==> src/rtl/vga_sync_monitor.sv <==
// Measures VGA sync timing (line length, frame height, lit pixels), tracks lock, and captures the pixel at a probe coordinate.
// Outputs are registered one clk after the detecting pix_en cycle; there is no backpressure (pure observer).
module vga_sync_monitor #(
    parameter int H_TOTAL         = 800,
    parameter int V_TOTAL         = 525,
    parameter bit SYNC_ACTIVE_LOW = 1'b1
) (
    input  logic        clk,
    input  logic        rst_n,
    input  logic        pix_en,
    input  logic        vga_h_sync,
    input  logic        vga_v_sync,
    input  logic        vga_R,
    input  logic        vga_G,
    input  logic        vga_B,
    input  logic [9:0]  probe_x,
    input  logic [9:0]  probe_y,
    output logic [2:0]  probe_rgb,
    output logic        probe_valid,
    output logic [10:0] line_len,
    output logic [9:0]  frame_lines,
    output logic [18:0] lit_count,
    output logic [15:0] frame_cnt,
    output logic        locked,
    output logic        timing_err
);

    typedef enum logic [1:0] {SEARCH, CHECK, LOCKED} state_t;

    localparam logic [10:0] H_TOT   = 11'(H_TOTAL);
    localparam logic [9:0]  V_TOT   = 10'(V_TOTAL);
    localparam logic [10:0] PX_MAX  = 11'h7FF;
    localparam logic [9:0]  LN_MAX  = 10'h3FF;
    localparam logic [18:0] LIT_MAX = 19'h7FFFF;

    state_t      state_q, state_d;
    logic        hs_q, hs_d, vs_q, vs_d;
    logic [2:0]  rgb_q, rgb_d;
    logic [10:0] px_q, px_d;
    logic [9:0]  ln_q, ln_d;
    logic [18:0] run_q, run_d;
    logic [2:0]  probe_rgb_q, probe_rgb_d;
    logic        probe_valid_q, probe_valid_d;
    logic [10:0] line_len_q, line_len_d;
    logic [9:0]  frame_lines_q, frame_lines_d;
    logic [18:0] lit_count_q, lit_count_d;
    logic [15:0] frame_cnt_q, frame_cnt_d;
    logic        err_q, err_d;

    // Sync samples are held as "active" flags so that the reset value 0 is the inactive level.
    logic        hs_in, vs_in, lit_in, hs_edge, vs_edge, sat;
    logic [11:0] px_inc;
    logic [10:0] len_meas;
    logic [9:0]  height;

    assign hs_in   = vga_h_sync ^ SYNC_ACTIVE_LOW;
    assign vs_in   = vga_v_sync ^ SYNC_ACTIVE_LOW;
    assign lit_in  = vga_R | vga_G | vga_B;
    assign hs_edge = pix_en & hs_in & ~hs_q;
    assign vs_edge = pix_en & vs_in & ~vs_q;
    assign px_inc  = {1'b0, px_q} + 12'd1;
    assign len_meas = px_inc[11] ? PX_MAX : px_inc[10:0];

    always_comb begin
        state_d       = state_q;
        hs_d          = hs_q;
        vs_d          = vs_q;
        rgb_d         = rgb_q;
        px_d          = px_q;
        ln_d          = ln_q;
        run_d         = run_q;
        probe_rgb_d   = probe_rgb_q;
        probe_valid_d = 1'b0;
        line_len_d    = line_len_q;
        frame_lines_d = frame_lines_q;
        lit_count_d   = lit_count_q;
        frame_cnt_d   = frame_cnt_q;
        err_d         = err_q;
        sat           = 1'b0;
        // A coincident hsync edge closes the frame's last line too, so it counts toward the height.
        height        = (hs_edge && ln_q != LN_MAX) ? ln_q + 10'd1 : ln_q;

        if (pix_en) begin
            hs_d  = hs_in;
            vs_d  = vs_in;
            rgb_d = {vga_R, vga_G, vga_B};

            if (hs_edge) begin
                px_d       = '0;
                line_len_d = len_meas;
                if (ln_q == LN_MAX) sat = ~vs_edge;
                else                ln_d = ln_q + 10'd1;
            end else if (px_q == PX_MAX) begin
                sat = 1'b1;
            end else begin
                px_d = px_q + 11'd1;
            end

            if (lit_in && run_q != LIT_MAX) run_d = run_q + 19'd1;

            if (vs_edge) begin
                frame_lines_d = height;
                ln_d          = '0;
                lit_count_d   = run_q;
                run_d         = {18'd0, lit_in};
                frame_cnt_d   = frame_cnt_q + 16'd1;
            end

            if (state_q == LOCKED && px_q == {1'b0, probe_x} && ln_q == probe_y) begin
                probe_valid_d = 1'b1;
                probe_rgb_d   = rgb_q;
            end

            if (sat) err_d = 1'b1;

            case (state_q)
                SEARCH: if (vs_edge) state_d = CHECK;
                CHECK: begin
                    if (vs_edge)
                        state_d = (line_len_d == H_TOT && height == V_TOT) ? LOCKED : SEARCH;
                end
                LOCKED: begin
                    if ((hs_edge && len_meas != H_TOT) || (vs_edge && height != V_TOT) || sat) begin
                        state_d = SEARCH;
                        err_d   = 1'b1;
                    end
                end
                default: state_d = SEARCH;
            endcase
        end
    end

    always_ff @(posedge clk or negedge rst_n) begin
        if (!rst_n) begin
            state_q       <= SEARCH;
            hs_q          <= 1'b0;
            vs_q          <= 1'b0;
            rgb_q         <= '0;
            px_q          <= '0;
            ln_q          <= '0;
            run_q         <= '0;
            probe_rgb_q   <= '0;
            probe_valid_q <= 1'b0;
            line_len_q    <= '0;
            frame_lines_q <= '0;
            lit_count_q   <= '0;
            frame_cnt_q   <= '0;
            err_q         <= 1'b0;
        end else begin
            state_q       <= state_d;
            hs_q          <= hs_d;
            vs_q          <= vs_d;
            rgb_q         <= rgb_d;
            px_q          <= px_d;
            ln_q          <= ln_d;
            run_q         <= run_d;
            probe_rgb_q   <= probe_rgb_d;
            probe_valid_q <= probe_valid_d;
            line_len_q    <= line_len_d;
            frame_lines_q <= frame_lines_d;
            lit_count_q   <= lit_count_d;
            frame_cnt_q   <= frame_cnt_d;
            err_q         <= err_d;
        end
    end

    assign probe_rgb   = probe_rgb_q;
    assign probe_valid = probe_valid_q;
    assign line_len    = line_len_q;
    assign frame_lines = frame_lines_q;
    assign lit_count   = lit_count_q;
    assign frame_cnt   = frame_cnt_q;
    assign locked      = (state_q == LOCKED);
    assign timing_err  = err_q;

endmodule

==> config.mk <==
export PLATFORM = sky130hd
export DESIGN_NAME = vga_sync_monitor
export DESIGN_NICKNAME = d
export VERILOG_FILES = /design/src/rtl/vga_sync_monitor.sv
export SDC_FILE = /design/constraint.sdc
export NUM_CORES = 1
export LEC_CHECK = 0
export BUFFER_PORTS_ARGS = -buffer_cell sky130_fd_sc_hd__buf_2
export CAP_MARGIN = 20
export CORE_MARGIN = 1
export CORE_UTILIZATION = 40
export CTS_CLUSTER_SIZE = 16
export DETAILED_ROUTE_END_ITERATION = 6
export PLACE_DENSITY = 0.74
export SLEW_MARGIN = 15
export SYNTH_ARGS = -nofsm -noshare
export SYNTH_HDL_FRONTEND = slang
export SYNTH_SLANG_ARGS = --single-unit
==> constraint.sdc <==
create_clock -name clk -period 2.69 [get_ports clk]
set_clock_uncertainty 0.2 [all_clocks]
set_input_delay 0.4035 -clock clk [delete_from_list [all_inputs] [get_ports clk]]
set_output_delay 0.4035 -clock clk [all_outputs]
set_load 0.05 [all_outputs]
==> metrics.md <==
| Metric | Value |
|---|---|
| Setup TNS | `0 ns` |
| Critical path, cell by cell | `ha_1, nand4bb_4, or3_1, nor3_1, o22ai_1, or4b_4, nor4_2, a221o_1` |
| Slowest cell on crit path | `or4b_4` |
| Vias per cell | `between 5 and 6` |
| Drt drc | `0` |
| Final WS setup | `slightly above 0.07 ns` |
| DIE HEIGHT | `approximately 120 um` |
| Placed inst area | `0.00620 sq mm` |
| CP max FO | `5` |
| CP Launch Type | `flip-flop` |
| Worst EP required | `2.78 ns` |
| Final Slew Violations | `0` |
| Clk sinks | `108` |
| Latest clock arrival within the worst-skew pair | `0.35 ns` |
| LEAKAGE | `3.15 nW` |
| RePlAce Congestion | `0.887` |
| Layout cell share with drive strength beyond 1 | `0.247` |
| Synthesized area | `0.00533 sq mm` |
| Crit-path max cell delay | `roughly 0.52 ns` |
| Top cells by area, synth | `dfrtp_1, nand2_1, xnor2_1` |
| Minimum clock period | `2.62 ns` |
| Ant diodes | `0` |
| Pwr Density | `683 mW/mm^2` |
| Total power | `roughly 4.5 mW` |
| Post-Route WL | `13.2 mm` |
| Clk buf depth | `2` |
| Tcrit/Tclk final | `0.973` |
| Syn Area/Cell | `9.41 sq um` |
| Die X | `117 um` |
| GRT overflow | `0` |
| CTS Buf Count | `9` |
| Core area | `0.0128 sq mm` |
| Hold path depth | `2` |
| Final setup violation count | `0` |
| CP Class | `flip-flop to flip-flop` |
| Row count | `41` |
| Starting Density | `0.416` |
| Area share of the largest cell type after synthesis | `0.507` |
| Synth cell types | `50` |
| Post-route cell area | `roughly 0.0065 sq mm` |
| Pre-CTS setup slack | `-0.125 ns` |
| H-tree Lvls | `3` |
| Vias after detailed routing | `4454` |
| Number of synthesized flops with an enable pin | `0` |
| DRT Pass-1 Iters | `5` |
| Synthesized flop and latch total | `108` |
| PortBufs | `between 80 and 90` |
| Starting DRT DRC Count | `around 260` |
| First-pass GRT wire length | `between 20 and 25 mm` |
| Pin count of the biggest net entering global routing | `48` |
| Max_slew headroom | `0.697` |
| Fin. Hold Viols | `0` |
| Layout fillers | `approximately 1200` |
| Total Routing Usage GR | `0.199` |
| Yosys top cell by area | `dfrtp_1` |
| Status | `finished clean` |
| Type of the most critical hold path | `primary input to flip-flop` |
| Cells after Synth | `566` |
| WHS | `about 0.11 ns` |
| Yosys warning count | `0` |
| Area Overhead vs Synth | `22.8%` |
| Clock slew at reported path FFs | `approximately 0.070 ns` |
| Die ar. | `0.0138 sq mm` |
| Synth Net Count | `598` |
| Num ports | `90` |
| Most used DFF post-synth | `dfrtp_1` |
| Vias in the first global route | `4366` |
| Setup crit end kind | `flip-flop` |
| Max Cap Violations | `0` |
| Initial antenna violation count | `1` |
| Fin nets | `711` |
| Part of the Yosys area used for sequential elements | `0.507` |
| DPL Wire Length | `between 9 and 10 mm` |
| Ys async rst share | `1.00` |
| Worst path arrival time | `2.71 ns` |
| Worst vdd ir | `roughly 0.00029 V` |
| Reg2Reg Depth | `8` |
| CTS root buffer | `clkbuf_16` |
| Post-DR wirelength/cell | `approximately 15 um` |
| Post-route ant nets | `0` |
| CTS tree | `done` |
| Max Freq | `0.382 GHz` |
| Slew @ Worst Pin | `0.454 ns` |
through the flow:
step           instances  utilization
6_report             856        0.510
3_3_place_gp         839        0.483
2_1_floorplan        566            -
3_5_place_dp         839        0.483
5_1_grt              856        0.510
4_1_cts              856        0.506
cell usage in the layout, fill, tap and decap left out, types with 4 or more instances in the layout:
cell type,instances
o21ai_0,38
a21oi_1,18
mux2_2,7
xnor2_1,29
clkbuf_16,9
or3_1,10
nand3_1,23
buf_2,88
o22ai_1,4
mux2i_1,5
nor3_1,12
xor2_1,26
nand2b_1,7
nor2_1,55
nand4_1,10
and4_1,5
a31oi_1,7
and2_1,5
nand2_1,102
inv_1,11
ha_1,4
buf_4,41
and3_1,7
nor4_1,4
dfrtp_1,108
cell families (layout without fill, tap and decap cells):
group                      Yosys count  after routing  synth area share
AOI/OAI and AO/OA                   85             85            0.0937
xor gates and xnor gates            56             56            0.0934
adders and majority gates            4              4           0.00939
buffers and inverters               40            158            0.0331
DFF                                108            108             0.507
muxes                               12             12            0.0242
and+or+nand+nor                    261            261             0.239
metal layers:
metal	GRT usage	routed length, um
met5	0	0
met4	0.0950	286
met3	0.0350	606
met2	0.306	6200
met1	0.270	6100
cell usage after synthesis (2+ instances only):
cell type	count
buf_2	3
xnor2_1	29
and4_1	5
xor2_1	26
a21oi_1	19
clkbuf_1	19
buf_6	2
mux2_2	7
o32ai_1	2
buf_4	2
nor2_1	56
buf_1	3
o22ai_1	4
o21ai_0	38
nand3_1	23
nor3_1	13
mux2i_1	5
and2_1	5
a31oi_1	7
nand4b_1	3
nand2_1	102
nor4b_1	2
o31ai_1	4
or3_1	11
dfrtp_1	108
nor4_1	6
nand2b_1	7
nand4_1	10
o41ai_1	2
a41o_1	2
nor2b_1	3
ha_1	4
inv_1	11
and3_1	7
worst max-delay path, delay by kind of cell (launching register included):
family / cells / cell delay (ns)
AOI/OAI and AO/OA: 2 / 0.25
adders and majority gates: 1 / 0.25
DFF: 1 / 0.35
and+or+nand+nor: 5 / 1.50
flip-flops by register name, summed over array words and instances, names as in the netlist:
register,cells
frame_cnt,16
timing_err,1
vs_q,1
line_len,11
rgb_q,3
lit_count,19
ln_q,10
run_q,19
probe_rgb,3
frame_lines,10
px_q,11
hs_q,1
state_q,2
probe_valid,1
final timing paths:
kind / start / endpoint / slack (ns)
min reg2reg: lit_count[4] / lit_count[4] / 0.28
max reg2reg: ln_q[0] / state_q[1] / 0.07
min in group asynchronous: rst_n / line_len[10] / 0.24
max in group asynchronous: rst_n / frame_cnt[8] / 1.44
max: ln_q[0] / state_q[1] / 0.07
min: vga_G / rgb_q[1] / 0.11
final cells by class:
type	instances	area, sq um	area share
Clock inverter	7	60.1	0.00918
Inverter	11	41.3	0.00631
Multi-Input combinational cell	418	2520	0.385
Sequential cell	108	2700	0.413
Clock buffer	9	225	0.0344
Timing Repair Buffer	131	778	0.119
Tap cell	172	215	0.0329
repair_timing:
action | 4_1_cts | 5_1_grt
gates resized for setup | 0 | 9
setup endpoints to repair | 0 | 2
hold endpoints to repair | 54 | 0
setup buffers | 0 | 0
hold buffers | 1 | 0
where the power goes:
part	switching [mW]	leakage, nW	internal [mW]
clock	0.627	0.131	0.643
combinational	0.828	1.58	0.373
sequential	0.195	1.44	1.81
Power figures use the tool's default switching activity.
